$ cat src/rtl/uart_pkg.sv
// Shared UART definitions: parity modes, transmitter FSM states and a
// width helper so one-bit-minimum counters never collapse to zero width.
package uart_pkg;

  localparam int PAR_NONE = 0;
  localparam int PAR_EVEN = 1;
  localparam int PAR_ODD  = 2;

  typedef enum logic [2:0] {
    S_IDLE   = 3'd0,
    S_START  = 3'd1,
    S_DATA   = 3'd2,
    S_PARITY = 3'd3,
    S_STOP   = 3'd4
  } state_t;

  function automatic int clog2_min1(input int n);
    return (n <= 2) ? 1 : $clog2(n);
  endfunction

endpackage

$ cat src/rtl/uart_baud_tick.sv
// Bit-period counter: counts while enabled, wraps at CLKS-1 and flags the
// last cycle of each period. Shared between the UART TX and RX paths.
module uart_baud_tick
  import uart_pkg::*;
#(
  parameter int CLKS = 217
) (
  input  logic clk,
  input  logic rst,
  input  logic en,
  input  logic clr,
  output logic tick
);

  localparam int W = clog2_min1(CLKS);
  localparam logic [W-1:0] LAST = W'(CLKS - 1);

  logic [W-1:0] cnt;

  assign tick = en && (cnt == LAST);

  always_ff @(posedge clk or posedge rst) begin
    if (rst)      cnt <= '0;
    else if (clr) cnt <= '0;
    else if (en)  cnt <= tick ? '0 : cnt + 1'b1;
  end

endmodule

$ cat src/rtl/uart_tx_cfg.sv
// Elaboration-configurable UART transmitter with a one-entry holding
// register so a producer can queue the next byte while a frame is on the line.
module uart_tx_cfg
  import uart_pkg::*;
#(
  parameter int CLKS_PER_BIT = 217,
  parameter int DATA_BITS    = 8,
  parameter int PARITY       = 0,
  parameter int STOP_BITS    = 1
) (
  input  logic                 i_Clock,
  input  logic                 i_Reset,
  input  logic                 i_TX_DV,
  input  logic [DATA_BITS-1:0] i_TX_Byte,
  output logic                 o_TX_Ready,
  output logic                 o_TX_Active,
  output logic                 o_TX_Serial,
  output logic                 o_TX_Done
);

  if (CLKS_PER_BIT < 2) begin : g_bad_clks
    $error("uart_tx_cfg: CLKS_PER_BIT must be >= 2");
  end
  if (DATA_BITS < 5 || DATA_BITS > 9) begin : g_bad_data
    $error("uart_tx_cfg: DATA_BITS must be 5..9");
  end
  if (PARITY < PAR_NONE || PARITY > PAR_ODD) begin : g_bad_par
    $error("uart_tx_cfg: PARITY must be 0, 1 or 2");
  end
  if (STOP_BITS != 1 && STOP_BITS != 2) begin : g_bad_stop
    $error("uart_tx_cfg: STOP_BITS must be 1 or 2");
  end

  localparam int IW = clog2_min1(DATA_BITS);
  localparam logic [IW-1:0] LAST_BIT = IW'(DATA_BITS - 1);
  localparam logic LAST_STOP = (STOP_BITS == 2);
  localparam logic ODD = (PARITY == PAR_ODD);

  state_t               state, state_d;
  logic [DATA_BITS-1:0] hold, shift, shift_d;
  logic                 hold_full, par, serial, done;
  logic [IW-1:0]        bit_idx;
  logic                 stop_idx;
  logic                 tick, load, frame_end, serial_d;

  uart_baud_tick #(.CLKS(CLKS_PER_BIT)) u_baud (
    .clk  (i_Clock),
    .rst  (i_Reset),
    .en   (state != S_IDLE),
    .clr  (state == S_IDLE),
    .tick (tick)
  );

  always_comb begin
    state_d   = state;
    shift_d   = shift;
    load      = 1'b0;
    frame_end = 1'b0;
    unique case (state)
      S_IDLE:
        if (hold_full) begin
          state_d = S_START;
          load    = 1'b1;
        end
      S_START:
        if (tick) state_d = S_DATA;
      S_DATA:
        if (tick) begin
          shift_d = shift >> 1;
          if (bit_idx == LAST_BIT)
            state_d = (PARITY == PAR_NONE) ? S_STOP : S_PARITY;
        end
      S_PARITY:
        if (tick) state_d = S_STOP;
      S_STOP:
        if (tick && stop_idx == LAST_STOP) begin
          frame_end = 1'b1;
          if (hold_full) begin
            state_d = S_START;
            load    = 1'b1;
          end else begin
            state_d = S_IDLE;
          end
        end
      default: state_d = S_IDLE;
    endcase
    if (load) shift_d = hold;
    // Line level is derived from the next state so the pin flop lines up
    // with the state register.
    unique case (state_d)
      S_START:  serial_d = 1'b0;
      S_DATA:   serial_d = shift_d[0];
      S_PARITY: serial_d = par;
      default:  serial_d = 1'b1;
    endcase
  end

  always_ff @(posedge i_Clock or posedge i_Reset) begin
    if (i_Reset) begin
      state     <= S_IDLE;
      hold      <= '0;
      hold_full <= 1'b0;
      shift     <= '0;
      par       <= 1'b0;
      bit_idx   <= '0;
      stop_idx  <= 1'b0;
      serial    <= 1'b1;
      done      <= 1'b0;
    end else begin
      state  <= state_d;
      shift  <= shift_d;
      serial <= serial_d;
      done   <= frame_end;
      if (load) begin
        hold_full <= 1'b0;
        par       <= (^hold) ^ ODD;
      end else if (i_TX_DV && !hold_full) begin
        hold_full <= 1'b1;
        hold      <= i_TX_Byte;
      end
      if (load)
        bit_idx <= '0;
      else if (state == S_DATA && tick)
        bit_idx <= (bit_idx == LAST_BIT) ? '0 : bit_idx + 1'b1;
      if (state == S_STOP && tick)
        stop_idx <= (stop_idx == LAST_STOP) ? 1'b0 : 1'b1;
    end
  end

  assign o_TX_Ready  = !hold_full;
  assign o_TX_Active = (state != S_IDLE);
  assign o_TX_Serial = serial;
  assign o_TX_Done   = done;

endmodule
$ cat config.mk
export PLATFORM = sky130hd
export DESIGN_NAME = uart_tx_cfg
export DESIGN_NICKNAME = d
export VERILOG_FILES = /design/src/rtl/uart_pkg.sv /design/src/rtl/uart_baud_tick.sv /design/src/rtl/uart_tx_cfg.sv
export SDC_FILE = /design/constraint.sdc
export NUM_CORES = 1
export LEC_CHECK = 0
export ABC_AREA = 1
export CAP_MARGIN = 20
export CORE_ASPECT_RATIO = 1.75
export CORE_UTILIZATION = 50
export DETAILED_ROUTE_END_ITERATION = 8
export PLACE_DENSITY = 0.71
export RECOVER_POWER = 100
export SYNTH_ARGS = -nofsm -noshare
export SYNTH_HDL_FRONTEND = slang
export SYNTH_SLANG_ARGS = --single-unit
export TNS_END_PERCENT = 5
$ cat constraint.sdc
create_clock -name i_Clock -period 3.3 [get_ports i_Clock]
set_clock_uncertainty 0.15 [all_clocks]
set_input_delay 0.66 -clock i_Clock [delete_from_list [all_inputs] [get_ports i_Clock]]
set_output_delay 0.66 -clock i_Clock [all_outputs]
set_load 0.05 [all_outputs]
## Word level (Yosys, flattened, before mapping)

Cells that the tools add are included.

- $add $sub $neg: 2
- Equal/unequal tests: 9
- Mux-type cells: 26
- Bitwise operators: 2
- Reduce and logical (&&, ||, !) cells: 16

Operator list:

| kind | count |
|---|---|
| 2-to-1 mux 8 bit | 6 |
| 2-to-1 mux 3 bit | 9 |
| one-hot mux 3 bit (5 select lines) | 1 |
| equality test 3 x 2 -> 1 bit (second input constant) | 4 |
| nonzero test 2 bit | 5 |
| adder 8 x 1 -> 8 bit (second input constant) | 1 |
| equality test 8 bit (second input constant) | 1 |
| 2-to-1 mux 1 bit | 8 |
| XOR reduction 8 bit | 1 |
| equality test 3 x 1 -> 1 bit (second input constant) | 2 |
| equality test 3 bit (second input constant) | 2 |
| logical AND 1 bit | 5 |
| AND reduction 2 bit | 2 |
| adder 3 x 1 -> 3 bit (second input constant) | 1 |
| logical NOT 3 bit | 1 |
| one-hot mux 1 bit (3 select lines) | 1 |
| nonzero test 3 bit | 1 |
| NOT 1 bit | 2 |
| one-hot mux 1 bit (2 select lines) | 1 |
| logical NOT 1 bit | 1 |

- Register bits: 35
- Bits of input ports: 11
- Output and inout port bits: 4

## Longest topological paths before layout

Gate-level depths: netlist of run 1.

- Depth in word-level cells: 7
- Depth in mapped cells: 11

## Cells and area by module

Synthesis of run 1 repeated with hierarchy kept, for this count alone.

- Cells, all modules: 241
- Area, all modules: 1846.8 µm²

By module, submodules not included:

| module | times used | cells each | area an instance (µm²) |
|---|---|---|---|
| uart_tx_cfg | 1 | 166 | 1315.0 |
| uart_baud_tick | 1 | 75 | 531.8 |

## Worst setup path before layout of run 1

Ideal clock, no wire load.

- Path type: register to register
- Start point: reg hold_full
- End point: reg hold[1]
- Setup time: 0.125 ns
- Arrival time: 1.375 ns
- Slack: 1.650 ns
- Stages on the path, launching flop included: 4
- Buffers on the path: 0
- Cells stage by stage: dfrtp_1 -> inv_1 -> nand2_1 -> mux2_2

RTL lines:

| element | line | source |
|---|---|---|
| start: declaration | uart_tx_cfg.sv:41 | `logic hold_full, par, serial, done;` |
| start signal: assignment | uart_tx_cfg.sv:102 | `hold_full <= 1'b0;` |
| start signal: assignment | uart_tx_cfg.sv:115 | `hold_full <= 1'b0;` |
| start signal: assignment | uart_tx_cfg.sv:118 | `hold_full <= 1'b1;` |
| logical NOT 1 bit | -- |  |
| net o_TX_Ready | uart_tx_cfg.sv:15 | `output logic o_TX_Ready,` |
| logical AND 1 bit | uart_tx_cfg.sv:117 | `end else if (i_TX_DV && !hold_full) begin` |
| AND reduction 2 bit (no line) | -- |  |
| end signal: assignment | uart_tx_cfg.sv:119 | `hold <= i_TX_Byte;` |
| end: declaration | uart_tx_cfg.sv:40 | `logic [DATA_BITS-1:0] hold, shift, shift_d;` |

The timed path passes the listed nets, and every way through them passes these cells.
A chain may end at the register's enable or synchronous reset.

## Worst setup path in the final report of run 1

- Start point: reg state[0]
- End point: out o_TX_Active

- Longest elaborated chain between the ends: 1

RTL lines:

| element | line | source |
|---|---|---|
| start: declaration | uart_tx_cfg.sv:39 | `state_t state, state_d;` |
| start signal: assignment | uart_tx_cfg.sv:110 | `state <= state_d;` |
| nonzero test 3 bit | uart_tx_cfg.sv:131 | `assign o_TX_Active = (state != S_IDLE);` |
| end: declaration | uart_tx_cfg.sv:16 | `output logic o_TX_Active,` |

No other way between the ends.

==> results.py, run 1 <==
metrics = {
    "min_path": {
        "hold_depth": 1,
        "min_from": "u_baud.cnt[0]",
        "worstHoldPathType": "register to register",
        "hold_path_end": "u_baud.cnt[0]",
    },
    "global_routing": {
        "grt_overflow_total": 0,
        "grt_max_degree": 35,
        "antenna_found_initial": 0,
        "grt_first_pass_wirelength_mm": 5.57,
        "grt_use_total_pct": 20.7,
        "grt_pass1_vias": 1397,
    },
    "route": {
        "dr.pass1.iters": 4,
        "wl_per_cell_um": 12.7,
        "via_count": 1311,
        "wirelength_mm": 3.25,
        "drc_errors": 0,
        "ant_nets": 0,
        "drtIter0Drc": 13,
        "vias_per_cell": 5.12,
    },
    "floorplanning": {
        "row_count": 28,
        "io_pins": 15,
        "die_w_um": 47.1,
        "dieArea_um2": 3820,
        "fp.dieH_um": 81.0,
        "core_area_um2": 3400,
        "start_util_pct": 52.5,
    },
    "worst_setup_path": {
        "crit_slowest_cell": "dlygate4sd3_1",
        "r2r-start": "u_baud.cnt[0]",
        "critPathRequiredTime_ns": 2.49,
        "crit_path_start_kind": "register",
        "r2r_cells": 8,
        "rrSetupSlack_ns": 0.88,
        "critPathMaxFanout": 7,
        "setup.worst_path.end_class": "primary output",
        "max_stage_delay_ns": 0.87,
        "cp_cell_sequence": "nor2_4 -> nand2_2 -> dlygate4sd3_1",
        "critPathArrivalTime_ns": 1.92,
        "r2r_end": "shift[0]",
        "critPathKind": "register to primary output",
    },
    "sta": {
        "relSlewSlack_pct": -21.3,
        "rsz0062_at_grt": "no",
        "min_period_ns": 2.73,
        "hold_viol_final": 0,
        "fmax_ghz": 0.366,
        "period_share_pct": 82.7,
        "tns_ns": 0,
        "finalSetupViolCount": 0,
        "drv_slew": 35,
        "worstMarginPinSlew_ns": 1.82,
    },
    "synth": {
        "yosysSeqAreaShare_pct": 47.8,
        "ys_seq_elements": 34,
        "syn_inst": 190,
        "yosysTopAreaCellShare_pct": 46.3,
        "yosysUniqueCellTypes": 29,
        "synthesis.nets": 205,
        "synth_top_area_cell": "dfrtp_1",
        "synth_area_um2": 1780,
        "ys.warnings.count": 0,
        "synth.area.top_cells": "dfrtp_1 (46%), nand3_1 (8.7%), nand2_1 (6.7%)",
        "synth_area_per_cell_um2": 9.38,
    },
    "clocking": {
        "cts_buffers": 5,
        "cts_root_buf": "clkbuf_8",
        "cts_tree": "built",
        "cts_hold_buf": 0,
        "clock_sinks": 34,
        "clkSlewWorstSetupHoldPaths_ns": 0.07,
        "clock_path_buffers": 2,
        "cts_resized": 0,
        "post_cts_buffers": 0,
        "insertion_delay_ns": 0.28,
        "h-tree-depth": 2,
    },
    "power": {
        "p_leak_uw": 0.000987,
        "p_per_area_nw_per_um2": 501,
        "ir_drop_mv": 0.353,
        "power_uw": 1020,
    },
    "finish": {
        "antennaDiodeCount": 0,
        "area_growth_pct": 13.6,
        "drive_gt1_share_pct": 15.6,
        "nFillCells": 311,
        "nets": 225,
    },
    "run_status": {
        "violations": "max-capacitance violations, max-slew violations",
        "status": "finished with violations",
    },
    "placed_design": {
        "routabilityCongestion": 0.831,
        "hpwlAfterDp_mm": 2.51,
        "portBuffers": 14,
    },
    "run": {
        "maxCapViolations": 1,
    },
}
-- how the worst max path moves through the flow --
| stage | slack [ns] | from | to |
|---|---|---|---|
| 6_report | 0.57 | state[0] | o_TX_Active |
| 5_1_grt | 0.39 | i_Reset | state[0] |
| 4_1_cts | 0.64 | state[0] | o_TX_Active |
| 3_5_place_dp | 0.95 | state[0] | o_TX_Active |
| 3_3_place_gp | 0.99 | state[0] | o_TX_Active |
| 2_1_floorplan | 1.65 | hold_full | hold[1] |
-- area by class of cell --
cell class | count | area (um^2) | area share (%)
clock buffer | 8 | 110 | 5.44
inverter | 21 | 78.8 | 3.89
multi-input combinational | 133 | 785 | 38.7
sequential | 34 | 852 | 42.1
tap | 45 | 56.3 | 2.78
timing repair buffer | 15 | 144 | 7.10
-- worst max-delay path, delay by kind of cell (launching register included) --
kind                   cells  cell delay, ns
buffers and inverters      1            0.87
DFF                        1            0.59
and+or+nand+nor            2            0.17
-- kinds of logic (layout without fill, tap and decap cells) --
group | after synthesis | after routing | synth area share [%]
AOI/OAI and AO/OA | 12 | 12 | 4.63
xor gates and xnor gates | 10 | 10 | 4.91
adders and majority gates | 4 | 4 | 2.81
buffers and inverters | 23 | 44 | 5.68
DFF | 34 | 34 | 47.8
muxes | 7 | 7 | 4.42
and+or+nand+nor | 100 | 100 | 29.8
-- cells in the mapped netlist, drive strengths merged --
cell,instances
nand2,41
dfrtp,33
nand3,33
inv,21
nor2,21
xnor2,8
mux2,7
a21oi,6
ha,4
o21ai,3
buf,2
xor2,2
and2,1
dfstp,1
nand3b,1
nand4,1
nor3,1
nor4,1
o21a,1
o21bai,1
o31ai,1
-- cell usage in the layout, fill, tap and decap left out, drive strengths merged --
master	synthesis	final
a21oi	6	6
nand2	41	41
clkdlybuf4s50	0	9
dfstp	1	1
nor4	1	1
inv	21	21
xnor2	8	8
o21bai	1	1
xor2	2	2
nor2	21	21
clkbuf	0	9
nand4	1	1
o21a	1	1
and2	1	1
o31ai	1	1
nor3	1	1
dlygate4sd3	0	5
mux2	7	7
dfrtp	33	33
nand3	33	33
o21ai	3	3
nand3b	1	1
ha	4	4
-- per-stage QoR --
step                setup slack [ns]  util (%)  hold WS, ns  instances  cell area [um^2]
floorplan                       1.65         -        0.282        190              1780
global placement               0.992      57.8        0.297        248              1960
detailed placement             0.954      57.8        0.307        248              1960
CTS                            0.641      61.0        0.316        256              2070
global route                   0.389      59.6        0.348        256              2030
finish                         0.570      59.6        0.313        256              2030
-- report_power, final --
part,switching [uW],total [uW],internal (uW)
logic,81.7,174,92.7
clock network,145,355,211
registers,32.0,486,454
total,258,1020,757
-- flip-flops by register name (all words and copies together) (netlist names) --
signal / flops
hold_full: 1
hold: 8
o_TX_Serial: 1
bit_idx: 3
u_baud.cnt: 8
par: 1
state: 3
shift: 8
o_TX_Done: 1
-- layer usage --
layer	track usage (%)	routed length, um	vias up
met2	39.3	1880	23
met3	4.00	88	8
li1	-	-	655
met4	10.6	85	0
met1	19.1	1200	625
met5	0	0	-
Power figures use the tool's default switching activity.
==> run 2, diff against run 1 <==
--- a/config.mk
+++ b/config.mk
@@ -10,7 +10,7 @@
 export CORE_ASPECT_RATIO = 1.75
 export CORE_UTILIZATION = 50
 export DETAILED_ROUTE_END_ITERATION = 8
-export PLACE_DENSITY = 0.71
+export PLACE_DENSITY = 0.74
 export RECOVER_POWER = 100
 export SYNTH_ARGS = -nofsm -noshare
 export SYNTH_HDL_FRONTEND = slang
==> constraint.sdc (replaced) <==
create_clock -name i_Clock -period 2.35 [get_ports i_Clock]
set_clock_uncertainty 0.15 [all_clocks]
set_input_delay 0.47 -clock i_Clock [delete_from_list [all_inputs] [get_ports i_Clock]]
set_output_delay 0.47 -clock i_Clock [all_outputs]
set_load 0.05 [all_outputs]
==> results.py, run 2 (synthesis results as in run 1) <==
metrics = {
    "worst_setup_path": {
        "critPathTopFamily": "buffers and inverters",
        "worstSetupStartpoint": "o_TX_Serial",
        "rrSetupSlack_ns": 0.25,
        "critPathKind": "register to primary output",
        "r2r_end": "shift[0]",
        "cp.depth": 1,
        "cp_cell_sequence": "dlygate4sd3_1",
        "critPathMaxFanout": 1,
        "max_stage_delay_ns": 0.86,
        "r2r-start": "u_baud.cnt[0]",
        "worstSetupEndpoint": "o_TX_Serial",
        "cp.buffers_inverters": 1,
        "setup.worst_path.end_class": "primary output",
        "critPathRequiredTime_ns": 1.73,
        "critPathArrivalTime_ns": 1.65,
        "r2r_cells": 10,
        "crit_slowest_cell": "dlygate4sd3_1",
        "crit_path_start_kind": "register",
    },
    "run": {
        "maxCapViolations": 0,
    },
    "finish": {
        "area_growth_pct": 13.1,
        "final_cell_area_um2": 2020,
        "finalNonFillerCells": 257,
        "nFillCells": 319,
        "final_common_cell": "nand2_1",
        "final_util_pct": 59.3,
        "antennaDiodeCount": 0,
        "drive_gt1_share_pct": 16.0,
        "nets": 226,
        "top_regs": "hold (8), shift (8), u_baud.cnt (8)",
        "final_cell_mix": "nand2_1 (36), dfrtp_1 (33), nand3_1 (31), inv_1 (18), nor2_1 (18)",
    },
    "floorplanning": {
        "die_w_um": 47.1,
        "start_util_pct": 52.5,
        "dieArea_um2": 3820,
        "core_area_um2": 3400,
        "fp.dieH_um": 81.0,
        "io_pins": 15,
        "row_count": 28,
    },
    "clocking": {
        "clkSlewWorstSetupHoldPaths_ns": 0.07,
        "cts_root_buf": "clkbuf_8",
        "clock_sinks": 34,
        "clock_path_buffers": 2,
        "h-tree-depth": 2,
        "cts_tree": "built",
        "cts_resized": 0,
        "cts_hold_buf": 0,
        "insertion_delay_ns": 0.29,
        "cts_buffers": 5,
        "post_cts_buffers": 0,
    },
    "global_routing": {
        "grt_first_pass_wirelength_mm": 5.47,
        "grt_max_degree": 35,
        "grt_pass1_vias": 1395,
        "grt_overflow_total": 0,
        "antenna_found_initial": 0,
        "grt_use_total_pct": 20.6,
    },
    "sta": {
        "whs_ns": 0.316,
        "min_period_ns": 2.27,
        "finalSetupViolCount": 0,
        "hold_viol_final": 0,
        "rsz0062_at_grt": "no",
        "tns_ns": 0,
        "worstMarginPinSlew_ns": 0.836,
        "fmax_ghz": 0.440,
        "drv_slew": 0,
        "relSlewSlack_pct": 44.3,
        "period_share_pct": 96.7,
    },
    "run_status": {
        "status": "finished, final reports clean",
    },
    "route": {
        "wirelength_mm": 3.23,
        "drtIter0Drc": 26,
        "drc_errors": 0,
        "via_count": 1323,
        "vias_per_cell": 5.15,
        "wl_per_cell_um": 12.6,
        "dr.pass1.iters": 6,
        "ant_nets": 0,
    },
    "power": {
        "p_per_area_nw_per_um2": 680,
        "p_leak_uw": 0.000985,
        "ir_drop_mv": 0.553,
    },
    "placed_design": {
        "hpwlAfterDp_mm": 2.53,
        "post_dp_cell_area_um2": 1970,
        "portBuffers": 14,
        "dp_cells": 249,
        "routabilityCongestion": 0.814,
    },
    "min_path": {
        "min_from": "u_baud.cnt[0]",
        "hold_depth": 1,
        "worstHoldPathType": "register to register",
    },
}
==> run 2: cell count changes in the layout (fill, tap and decap cells not counted), sizes merged <==
cell / before / now
clkinvlp: 0 / 1
dlygate4sd3: 5 / 4
buf: 0 / 1
clkbuf: 9 / 8
clkinv: 0 / 1
==> run 2: power breakdown <==
part / internal, uW / total (uW) / switching (uW) / leakage [uW]
logic: 131 / 245 / 115 / 0.000515
clock network: 235 / 446 / 210 / 0.0000472
registers: 637 / 680 / 43.3 / 0.000423
total: 1000 / 1370 / 368 / 0.000985
==> run 2: worst min path at each step <==
stage | end | slack, ns
2_1_floorplan | u_baud.cnt[0] | 0.28
3_3_place_gp | u_baud.cnt[0] | 0.31
3_5_place_dp | u_baud.cnt[0] | 0.31
4_1_cts | u_baud.cnt[0] | 0.32
5_1_grt | u_baud.cnt[0] | 0.35
6_report | u_baud.cnt[0] | 0.32
==> run 2: area by class of cell <==
type / instances / area, um^2 / share of cell area (%)
Sequential cell: 34 / 852 / 42.3
Inverter: 21 / 78.8 / 3.91
Tap cell: 45 / 56.3 / 2.79
Clock buffer: 6 / 82.6 / 4.10
Clock inverter: 2 / 12.5 / 0.621
Timing Repair Buffer: 16 / 146 / 7.26
Multi-Input combinational cell: 133 / 787 / 39.0
==> run 2: layer usage <==
layer / routed length (um) / track usage, %
met5: 0 / 0
met4: 108 / 12.3
met3: 103 / 5.11
met2: 1880 / 37.9
met1: 1140 / 18.5
==> run 2: stage by stage <==
step | setup WS (ns) | total power [uW]
after global routing | 0.0340 | 1450
after CTS | 0.112 | 1390
after floorplan | 0.700 | 880
final | 0.0786 | 1370
after global placement | 0.435 | 926
after detailed placement | 0.438 | 941
